## src/rtl/load_store_unit.sv

```systemverilog
// Data-side load/store unit in front of the word-only port B of the fake memory.
// Extends sub-word loads and performs byte/halfword stores as read-modify-write.
module load_store_unit (
  input  logic        clk,
  input  logic        reset,
  input  logic        req_valid,
  output logic        req_ready,
  input  logic        req_store,
  input  logic [2:0]  req_funct3,
  input  logic [31:0] req_addr,
  input  logic [31:0] req_wdata,
  input  logic [4:0]  req_rd,
  output logic        resp_valid,
  output logic [31:0] resp_rdata,
  output logic [4:0]  resp_rd,
  output logic        resp_err,
  output logic [1:0]  mem_op,
  output logic [31:0] mem_addr,
  output logic [31:0] mem_din,
  input  logic [31:0] mem_dout,
  input  logic        mem_valid
);

  localparam logic [1:0] MEM_DISABLE   = 2'b00;
  localparam logic [1:0] MEM_READ_SEXT = 2'b01;
  localparam logic [1:0] MEM_READ_ZEXT = 2'b10;
  localparam logic [1:0] MEM_WRITE     = 2'b11;
  localparam logic [3:0] TIMEOUT       = 4'd15;

  localparam logic [2:0] F3_B  = 3'b000;
  localparam logic [2:0] F3_H  = 3'b001;
  localparam logic [2:0] F3_W  = 3'b010;
  localparam logic [2:0] F3_BU = 3'b100;
  localparam logic [2:0] F3_HU = 3'b101;

  typedef enum logic [2:0] {IDLE, RD_WAIT, RMW_WAIT, WR, ERR_RSP} state_t;

  state_t      state, state_d;
  logic [2:0]  funct3_q, funct3_d;
  logic [1:0]  lane_q, lane_d;
  logic [31:0] wdata_q, wdata_d;
  logic [4:0]  rd_q, rd_d;
  logic [3:0]  cnt_q, cnt_d;
  logic [1:0]  mem_op_d;
  logic [31:0] mem_addr_d, mem_din_d;
  logic        resp_valid_d, resp_err_d;
  logic [31:0] resp_rdata_d;
  logic [4:0]  resp_rd_d;

  logic        req_illegal, req_misaligned, req_bad;
  logic [31:0] lane_word, load_data;
  logic [31:0] size_mask, lane_mask, lane_data, merged_word;

  assign req_ready = (state == IDLE);

  assign req_illegal = req_store ? !(req_funct3 inside {F3_B, F3_H, F3_W})
                                 : !(req_funct3 inside {F3_B, F3_H, F3_W, F3_BU, F3_HU});
  assign req_misaligned = ((req_funct3[1:0] == 2'b01) && req_addr[0]) ||
                          ((req_funct3[1:0] == 2'b10) && (req_addr[1:0] != 2'b00));
  assign req_bad = req_illegal || req_misaligned;

  // Byte k of the word sits at bits [8k+7:8k]; shift the addressed lane down to bit 0.
  assign lane_word = mem_dout >> {lane_q, 3'b000};

  always_comb begin
    case (funct3_q)
      F3_B:    load_data = {{24{lane_word[7]}}, lane_word[7:0]};
      F3_H:    load_data = {{16{lane_word[15]}}, lane_word[15:0]};
      F3_BU:   load_data = {24'h0, lane_word[7:0]};
      F3_HU:   load_data = {16'h0, lane_word[15:0]};
      default: load_data = mem_dout;
    endcase
  end

  assign size_mask   = funct3_q[0] ? 32'h0000_FFFF : 32'h0000_00FF;
  assign lane_mask   = size_mask << {lane_q, 3'b000};
  assign lane_data   = (wdata_q & size_mask) << {lane_q, 3'b000};
  assign merged_word = (mem_dout & ~lane_mask) | lane_data;

  always_comb begin
    // NOTE: every value driven here gets a default first, so no path can infer a latch.
    state_d      = state;
    funct3_d     = funct3_q;
    lane_d       = lane_q;
    wdata_d      = wdata_q;
    rd_d         = rd_q;
    cnt_d        = cnt_q;
    mem_op_d     = MEM_DISABLE;
    mem_addr_d   = mem_addr;
    mem_din_d    = mem_din;
    resp_valid_d = 1'b0;
    resp_err_d   = 1'b0;
    resp_rdata_d = 32'h0;
    resp_rd_d    = resp_rd;

    case (state)
      IDLE: begin
        if (req_valid) begin
          funct3_d = req_funct3;
          lane_d   = req_addr[1:0];
          wdata_d  = req_wdata;
          rd_d     = req_rd;
          cnt_d    = 4'd0;
          if (req_bad) begin
            // Error response leaves on the acceptance edge; ERR_RSP is only the turnaround.
            resp_valid_d = 1'b1;
            resp_err_d   = 1'b1;
            resp_rd_d    = req_rd;
            state_d      = ERR_RSP;
          end else begin
            mem_addr_d = {req_addr[31:2], 2'b00};
            if (!req_store) begin
              mem_op_d = req_funct3[2] ? MEM_READ_ZEXT : MEM_READ_SEXT;
              state_d  = RD_WAIT;
            end else if (req_funct3 == F3_W) begin
              mem_op_d  = MEM_WRITE;
              mem_din_d = req_wdata;
              state_d   = WR;
            end else begin
              mem_op_d = MEM_READ_ZEXT;
              state_d  = RMW_WAIT;
            end
          end
        end
      end

      RD_WAIT, RMW_WAIT: begin
        cnt_d = cnt_q + 4'd1;
        if (mem_valid) begin
          if (state == RD_WAIT) begin
            resp_valid_d = 1'b1;
            resp_rdata_d = load_data;
            resp_rd_d    = rd_q;
            state_d      = IDLE;
          end else begin
            mem_din_d = merged_word;
            mem_op_d  = MEM_WRITE;
            state_d   = WR;
          end
        end else if (cnt_q == TIMEOUT) begin
          resp_valid_d = 1'b1;
          resp_err_d   = 1'b1;
          resp_rd_d    = rd_q;
          state_d      = IDLE;
        end
      end

      WR: begin
        resp_valid_d = 1'b1;
        resp_rd_d    = rd_q;
        state_d      = IDLE;
      end

      ERR_RSP: state_d = IDLE;

      default: state_d = IDLE;
    endcase
  end

  // NOTE: sequential state uses non-blocking assignments so every register samples pre-edge values.
  always_ff @(posedge clk) begin
    if (reset) begin
      state      <= IDLE;
      funct3_q   <= 3'd0;
      lane_q     <= 2'd0;
      wdata_q    <= 32'h0;
      rd_q       <= 5'd0;
      cnt_q      <= 4'd0;
      mem_op     <= MEM_DISABLE;
      mem_addr   <= 32'h0;
      mem_din    <= 32'h0;
      resp_valid <= 1'b0;
      resp_err   <= 1'b0;
      resp_rdata <= 32'h0;
      resp_rd    <= 5'd0;
    end else begin
      state      <= state_d;
      funct3_q   <= funct3_d;
      lane_q     <= lane_d;
      wdata_q    <= wdata_d;
      rd_q       <= rd_d;
      cnt_q      <= cnt_d;
      mem_op     <= mem_op_d;
      mem_addr   <= mem_addr_d;
      mem_din    <= mem_din_d;
      resp_valid <= resp_valid_d;
      resp_err   <= resp_err_d;
      resp_rdata <= resp_rdata_d;
      resp_rd    <= resp_rd_d;
    end
  end

endmodule
```

## config.mk

```make
export PLATFORM = sky130hd
export DESIGN_NAME = load_store_unit
export DESIGN_NICKNAME = d
export VERILOG_FILES = /design/src/rtl/load_store_unit.sv
export SDC_FILE = /design/constraint.sdc
export NUM_CORES = 1
export LEC_CHECK = 0
export ABC_AREA = 1
export ABC_CLOCK_PERIOD_IN_PS = 2100
export BUFFER_PORTS_ARGS = -buffer_cell sky130_fd_sc_hd__buf_4
export CORE_MARGIN = 8
export CORE_UTILIZATION = 45
export CTS_CLUSTER_SIZE = 25
export DETAILED_ROUTE_END_ITERATION = 12
export PLACE_DENSITY = 0.83
export SLEW_MARGIN = 10
export SYNTH_ARGS = -nofsm -noshare
export SYNTH_HDL_FRONTEND = slang
export SYNTH_SLANG_ARGS = --single-unit
```

## constraint.sdc

```tcl
create_clock -name clk -period 2.1 [get_ports clk]
set_clock_uncertainty 0.05 [all_clocks]
set_input_delay 0.42 -clock clk [delete_from_list [all_inputs] [get_ports clk]]
set_output_delay 0.42 -clock clk [all_outputs]
set_load 0.01 [all_outputs]
```

==> flow_metrics.py, run 1 <==
metrics = {
    "timing": {
        "hold_violations": 0,
        "fin_crit_sh": 0.9697,
        "timing.setup.tns_ns": 0,
        "rsz0062_at_grt": "no",
        "min_period_ns": 2.036,
        "setup_viol": 0,
        "relSlewSlack": 0.6368,
        "finalMaxSlewViolations": 0,
        "fmax_ghz": 0.4911,
        "worst_slew_pin_slew_ns": 0.5412,
    },
    "drt": {
        "remaining_drc_errors": 0,
        "drt_iter0_markers": 726,
        "dr.pass1.iters": 6,
        "routed_wirelength_mm": 22.76,
        "wire_per_inst_um": 15.46,
        "ant_nets": 0,
        "drt-vias-per-instance": 5.082,
        "vias": 7481,
    },
    "setup_path": {
        "crit_type": "register to output port",
        "crit_top_cell": "buf_4",
        "setup.worst_path.start_class": "register",
        "max_stage_delay_ns": 0.38,
        "crit_arrival_ns": 1.57,
        "critPathMaxFanout": 9,
        "crit_buf_inv": 2,
        "worst_ep_required_time_ns": 1.63,
        "path_cells": "nor3_4, buf_4, buf_4",
        "cp_slowest_cell": "nor3_4",
        "crit_family": "buffers and inverters",
        "crit_path_end_kind": "output port",
    },
    "grt": {
        "track_usage": 0.2294,
        "antenna_found_initial": 0,
        "grt-ovfl-total": 0,
        "first_global_vias": 7172,
        "grt_max_degree": 88,
        "grt_pass1_wl_mm": 36.29,
    },
    "layout": {
        "drive_above_1_share": 0.2236,
        "area_delta_synth_final_pct": 34.92,
        "num-fill-cells": 1338,
        "diodes": 0,
        "final_area_um2": 9099,
        "nets": 1385,
        "final_util": 0.6237,
    },
    "synth": {
        "synth_edf_count": 0,
        "syn_area_per_cell_um2": 6.256,
        "synthFlopType": "dfxtp_1",
        "ys_async_sr_fraction": 0,
        "yosysMostFrequentCell": "nand2_1",
        "netlist.area_leader.share": 0.4037,
        "synth_warnings": 0,
        "syn_inst": 1078,
        "synth_top_cells_by_count": "nand2_1, nor2_1, dfxtp_1, nand3_1, inv_1",
        "synth_seq_cells": 136,
        "ys_top_cells_by_area": "dfxtp_1, nand2_1, nor2_1",
        "synth_top_cell_by_area": "dfxtp_1",
        "yosysUniqueCellTypes": 29,
        "yosysSeqAreaShare": 0.4037,
        "syn-cell-area_um2": 6744,
    },
    "floorplan": {
        "fp.dieW_um": 138.4,
        "io_pins": 215,
        "dieHeight_um": 138.4,
        "die_area_um2": 19160,
        "initial_core_util": 0.4623,
        "core_um2": 14590,
        "rows": 44,
    },
    "run": {
        "cap_violations": 0,
    },
    "placement": {
        "portBuffers": 212,
        "place.gp.congestion": 0.9456,
        "hpwl_mm": 17.15,
        "placed_area_um2": 8479,
    },
    "clock_network": {
        "postCtsSetupBuffers": 0,
        "cts-root-buf": "clkbuf_16",
        "clkTransAtPathRegs_ns": 0.06,
        "cts.sinks": 136,
        "insertion_delay_ns": 0.42,
        "cts_tree": "done",
        "clk_path_buf_depth": 2,
        "htree_levels": 4,
        "numCtsBuffers": 17,
        "post_cts_resized": 0,
    },
    "power_and_ir_drop": {
        "power_leakage_nw": 4.846,
        "cellPowerDensity_nw_per_um2": 830.2,
        "irDropWorstVdd_mv": 0.6510,
    },
    "min_path": {
        "hp-class": "input port to register",
    },
    "run_status": {
        "status": "completed",
    },
}
## kinds of logic (layout without fill, tap and decap cells)
family,count (synthesis),count (layout),share of synthesized area
AOI/OAI and AO/OA,135,135,0.1006
adders and majority gates,1,1,0.001855
buffers and inverters,166,375,0.1030
and+or+nand+nor,639,639,0.3904
DFF,136,136,0.4037
other,1,2,0.0005561
## state kept, by name (all words and copies together) (netlist names)
register	flops
cnt_q	4
funct3_q	3
lane_q	2
mem_addr	30
mem_din	32
mem_op	2
rd_q	5
resp_err	1
resp_rd	5
resp_rdata	32
resp_valid	1
state	3
wdata_q	16
## cell usage in the layout (no fill, tap or decap), types with 17 or more instances in the layout
cell type,n
a21oi_1,58
buf_4,237
clkbuf_16,17
dfxtp_1,136
inv_1,97
nand2_1,333
nand3_1,116
nor2_1,169
o21ai_0,73
## area by class of cell
cell class	instances	area, um^2	share of cell area
Multi-Input combinational cell	777	3331	0.3661
Inverter	105	396.6	0.04359
Tap cell	184	230.2	0.02530
Clock buffer	17	425.4	0.04675
Clock inverter	15	193.9	0.02131
Sequential cell	136	2723	0.2992
Timing Repair Buffer	238	1799	0.1977
## layer usage
metal | track usage | wire length [um] | up-vias
li1 | - | - | 3763
met1 | 0.2657 | 9028 | 3306
met2 | 0.3809 | 10810 | 368
met3 | 0.09007 | 2464 | 44
met4 | 0.07151 | 456 | 0
met5 | 0 | 0 | -
## final timing paths
check              endpoint  cells after the start          from  slack [ns]
max               req_ready                      3      state[0]        0.06
min            mem_addr[31]                      3  req_addr[31]        0.17
max reg2reg  resp_rdata[29]                      8     lane_q[0]        0.19
min reg2reg         rd_q[4]                      2       rd_q[4]        0.40
## worst reg2reg max path, stage by stage (launching register included)
cell	delay, ns
dfxtp_1	0.62
nand2_1	0.17
inv_1	0.12
nand2_1	0.06
nand3_1	0.12
nand4_2	0.34
nand3_1	0.25
nand2_1	0.07
inv_1	0.06
## repair_timing
action | in CTS | in global routing
setup endpoints to repair | 0 | 1
hold buffers | 0 | 0
hold endpoints to repair | 0 | 0
## stage by stage
| stage | cells | hold WS (ns) | power, mW | worst slack (ns) |
|---|---|---|---|---|
| after detailed placement | 1440 | 0.3902 | 4.450 | 0.2187 |
| after floorplan | 1079 | 0.3745 | 3.818 | 0.5642 |
| final | 1472 | 0.1662 | 7.554 | 0.06368 |
| after global placement | 1440 | 0.3833 | 4.423 | 0.2782 |
| after global routing | 1472 | 0.1590 | 7.908 | 0.003904 |
| after CTS | 1472 | 0.1571 | 7.583 | 0.06384 |
## power by group
group / internal, mW / total [mW] / switching, mW
clock network: 1.90 / 3.14 / 1.24
registers: 2.75 / 2.86 / 0.111
logic: 0.626 / 1.56 / 0.929
(Power assumes the default switching activity.)
==> run 2, diff against run 1 <==
Settings changed: ABC_AREA 1 to 0, PLACE_DENSITY 0.83 to 0.84, SKIP_LAST_GASP from default to 1.
==> run 2 against run 1 <==
Compared with the run above:
- via count fell by 9.4%
- utilization is 0.87 points higher
- die area decreased by 4.2%
- critical path depth did not move
- sequential share of layout area is 0.99 points higher
- setup slack improved by 0.059 ns
- flip-flop and latch count is the same
- combinational power shrank 17%
- count of clock-buffer cells in the layout is 4 higher
- synthesized cell count decreased by 26%
==> flow_metrics.py, run 2 <==
metrics = {
    "power_and_ir_drop": {
        "irDropWorstVdd_mv": 0.5656,
        "power_leakage_nw": 3.682,
        "p_total_mw": 6.949,
        "cellPowerDensity_nw_per_um2": 788.6,
    },
    "setup_path": {
        "cp_slowest_cell": "or3_1",
        "r2r_start": "state[1]",
        "crit_path_end_kind": "output port",
        "path_cells": "or3_1, inv_1, buf_4",
        "r2r_setup_slack_ns": 0.15,
        "reg2regPathDepth": 4,
        "crit_family": "simple AND/OR/NAND/NOR gates",
        "worst_ep_required_time_ns": 1.63,
        "crit_type": "register to output port",
        "max_stage_delay_ns": 0.47,
        "reg2reg_to": "mem_din[7]",
        "crit_buf_inv": 2,
        "critPathMaxFanout": 9,
        "crit_arrival_ns": 1.51,
        "startpoint": "state[0]",
        "setup.worst_path.start_class": "register",
    },
    "placement": {
        "place.gp.congestion": 0.9341,
        "hpwl_mm": 16.34,
        "portBuffers": 212,
    },
    "drt": {
        "routed_wirelength_mm": 21.80,
        "ant_nets": 0,
        "drt_iter0_markers": 790,
        "drt-vias-per-instance": 5.727,
        "wire_per_inst_um": 18.41,
        "dr.pass1.iters": 5,
        "remaining_drc_errors": 0,
        "vias": 6781,
    },
    "floorplan": {
        "io_pins": 215,
        "core_um2": 13930,
        "dieHeight_um": 135.5,
        "initial_core_util": 0.4613,
        "fp.dieW_um": 135.5,
        "rows": 43,
        "die_area_um2": 18360,
    },
    "grt": {
        "grt_max_degree": 56,
        "antenna_found_initial": 0,
        "track_usage": 0.2333,
        "first_global_vias": 6526,
        "grt-ovfl-total": 0,
        "grt_pass1_wl_mm": 34.06,
    },
    "layout": {
        "diodes": 0,
        "reg_top3": "mem_din: 32 flops, resp_rdata: 32 flops, mem_addr: 30 flops",
        "drive_above_1_share": 0.2978,
        "final_common_cell": "buf_4",
        "layout_common_cells": "buf_4, nand2_1, dfxtp_1",
        "nets": 1102,
        "area_delta_synth_final_pct": 37.10,
    },
    "timing": {
        "rsz0062_at_grt": "no",
        "fin_crit_sh": 0.9416,
        "finalMaxSlewViolations": 0,
        "worst_slew_pin_slew_ns": 0.6142,
        "fmax_ghz": 0.5057,
        "setup_viol": 0,
        "relSlewSlack": 0.5890,
        "hold_violations": 0,
        "min_period_ns": 1.977,
        "timing.setup.tns_ns": 0,
    },
    "clock_network": {
        "cts-root-buf": "clkbuf_16",
        "clkTransAtPathRegs_ns": 0.06,
        "clk_path_buf_depth": 2,
        "numCtsBuffers": 17,
        "cts.sinks": 136,
        "htree_levels": 4,
        "cts_tree": "done",
        "insertion_delay_ns": 0.42,
    },
    "synth": {
        "yosysUniqueCellTypes": 63,
        "ys_async_sr_fraction": 0,
        "yosysSeqAreaShare": 0.4236,
        "synthFlopType": "dfxtp_1",
        "netlist.area_leader.share": 0.4236,
        "ys_top_cells_by_area": "dfxtp_1, nand2_1, a21oi_1",
        "syn-cell-area_um2": 6427,
        "synth_warnings": 0,
        "synth_top_cells_by_count": "nand2_1, dfxtp_1, a21oi_1, nor2_1, clkbuf_1",
        "yosysMostFrequentCell": "nand2_1",
        "synth_top_cell_by_area": "dfxtp_1",
        "synth_edf_count": 0,
        "syn_inst": 799,
        "syn_area_per_cell_um2": 8.044,
        "synth_seq_cells": 136,
    },
    "min_path": {
        "hold_path_depth": 3,
        "min_from": "req_addr[8]",
        "whs_endpoint": "mem_addr[8]",
        "hp-class": "input port to register",
    },
    "run_status": {
        "status": "completed",
    },
    "run": {
        "cap_violations": 0,
    },
}
## run 2: power breakdown
part	internal [mW]	leakage, nW	switching (mW)
clock	1.72	0.271	1.11
combinational	0.571	2.30	0.733
sequential	2.71	1.11	0.107
## run 2: worst max path at each step
stage             endpoint  slack, ns  depth (start not counted)
2_1_floorplan   resp_rd[0]       0.29                          6
3_3_place_gp   mem_din[17]       0.06                          5
3_5_place_dp   mem_din[23]       0.02                          5
4_1_cts         resp_rd[3]       0.12                          4
5_1_grt        mem_din[21]      0.008                          4
6_report         req_ready       0.12                          3
## run 2: final cells by class
type | instances | area (um^2)
multi-input combinational | 570 | 3324
timing repair buffer | 248 | 1899
fill | 1189 | 5122
sequential | 136 | 2724
inverter | 19 | 71.32
clock inverter | 10 | 97.59
clock buffer | 21 | 470.5
tap | 180 | 225.2
## run 2: per-stage QoR
| stage | setup WS, ns | util | hold WS (ns) | cell area, um^2 | cells |
|---|---|---|---|---|---|
| 2_1_floorplan | 0.2945 | - | 0.3857 | 6431 | 800 |
| 3_3_place_gp | 0.06284 | 0.5915 | 0.3908 | 8243 | 1153 |
| 3_5_place_dp | 0.01884 | 0.5915 | 0.3962 | 8243 | 1153 |
| 4_1_cts | 0.1177 | 0.6323 | 0.1782 | 8811 | 1184 |
| 5_1_grt | 0.008116 | 0.6324 | 0.1764 | 8812 | 1184 |
| 6_report | 0.1226 | 0.6324 | 0.1925 | 8812 | 1184 |
## run 2: routing by layer
| metal | GRT usage | part of all wire | vias up |
|---|---|---|---|
| met5 | 0 | 0 | - |
| met4 | 0.07526 | 0.020 | 0 |
| met3 | 0.09013 | 0.10 | 45 |
| met2 | 0.3832 | 0.48 | 359 |
| met1 | 0.2741 | 0.40 | 3131 |
| li1 | - | - | 3246 |
## run 2: logic make-up (layout without fill, tap and decap cells)
kind of cell    count (synthesis)  count (layout)  share of synthesized area
compound gates                281             281                     0.3006
simple gates                  266             266                     0.1760
flops                         136             136                     0.4236
mux                            17              17                    0.03056
other cells                     1               2                  0.0005834
buf+inv                        94             298                    0.06268
xor+xnor                        3               3                   0.004089
fa+ha+maj                       1               1                   0.001946
## run 2: worst register-to-register path: stages (launching register included)
cell and delay, ns:
dfxtp_1 0.51, xnor2_1 0.20, or2_2 0.44, a2111oi_0 0.51, o21ba_1 0.20
## run 2: repair_timing
item                       CTS  global route
buffers inserted             0             0
setup endpoints to repair    0             8
gates resized for setup      0             2
hold buffers                 0             0
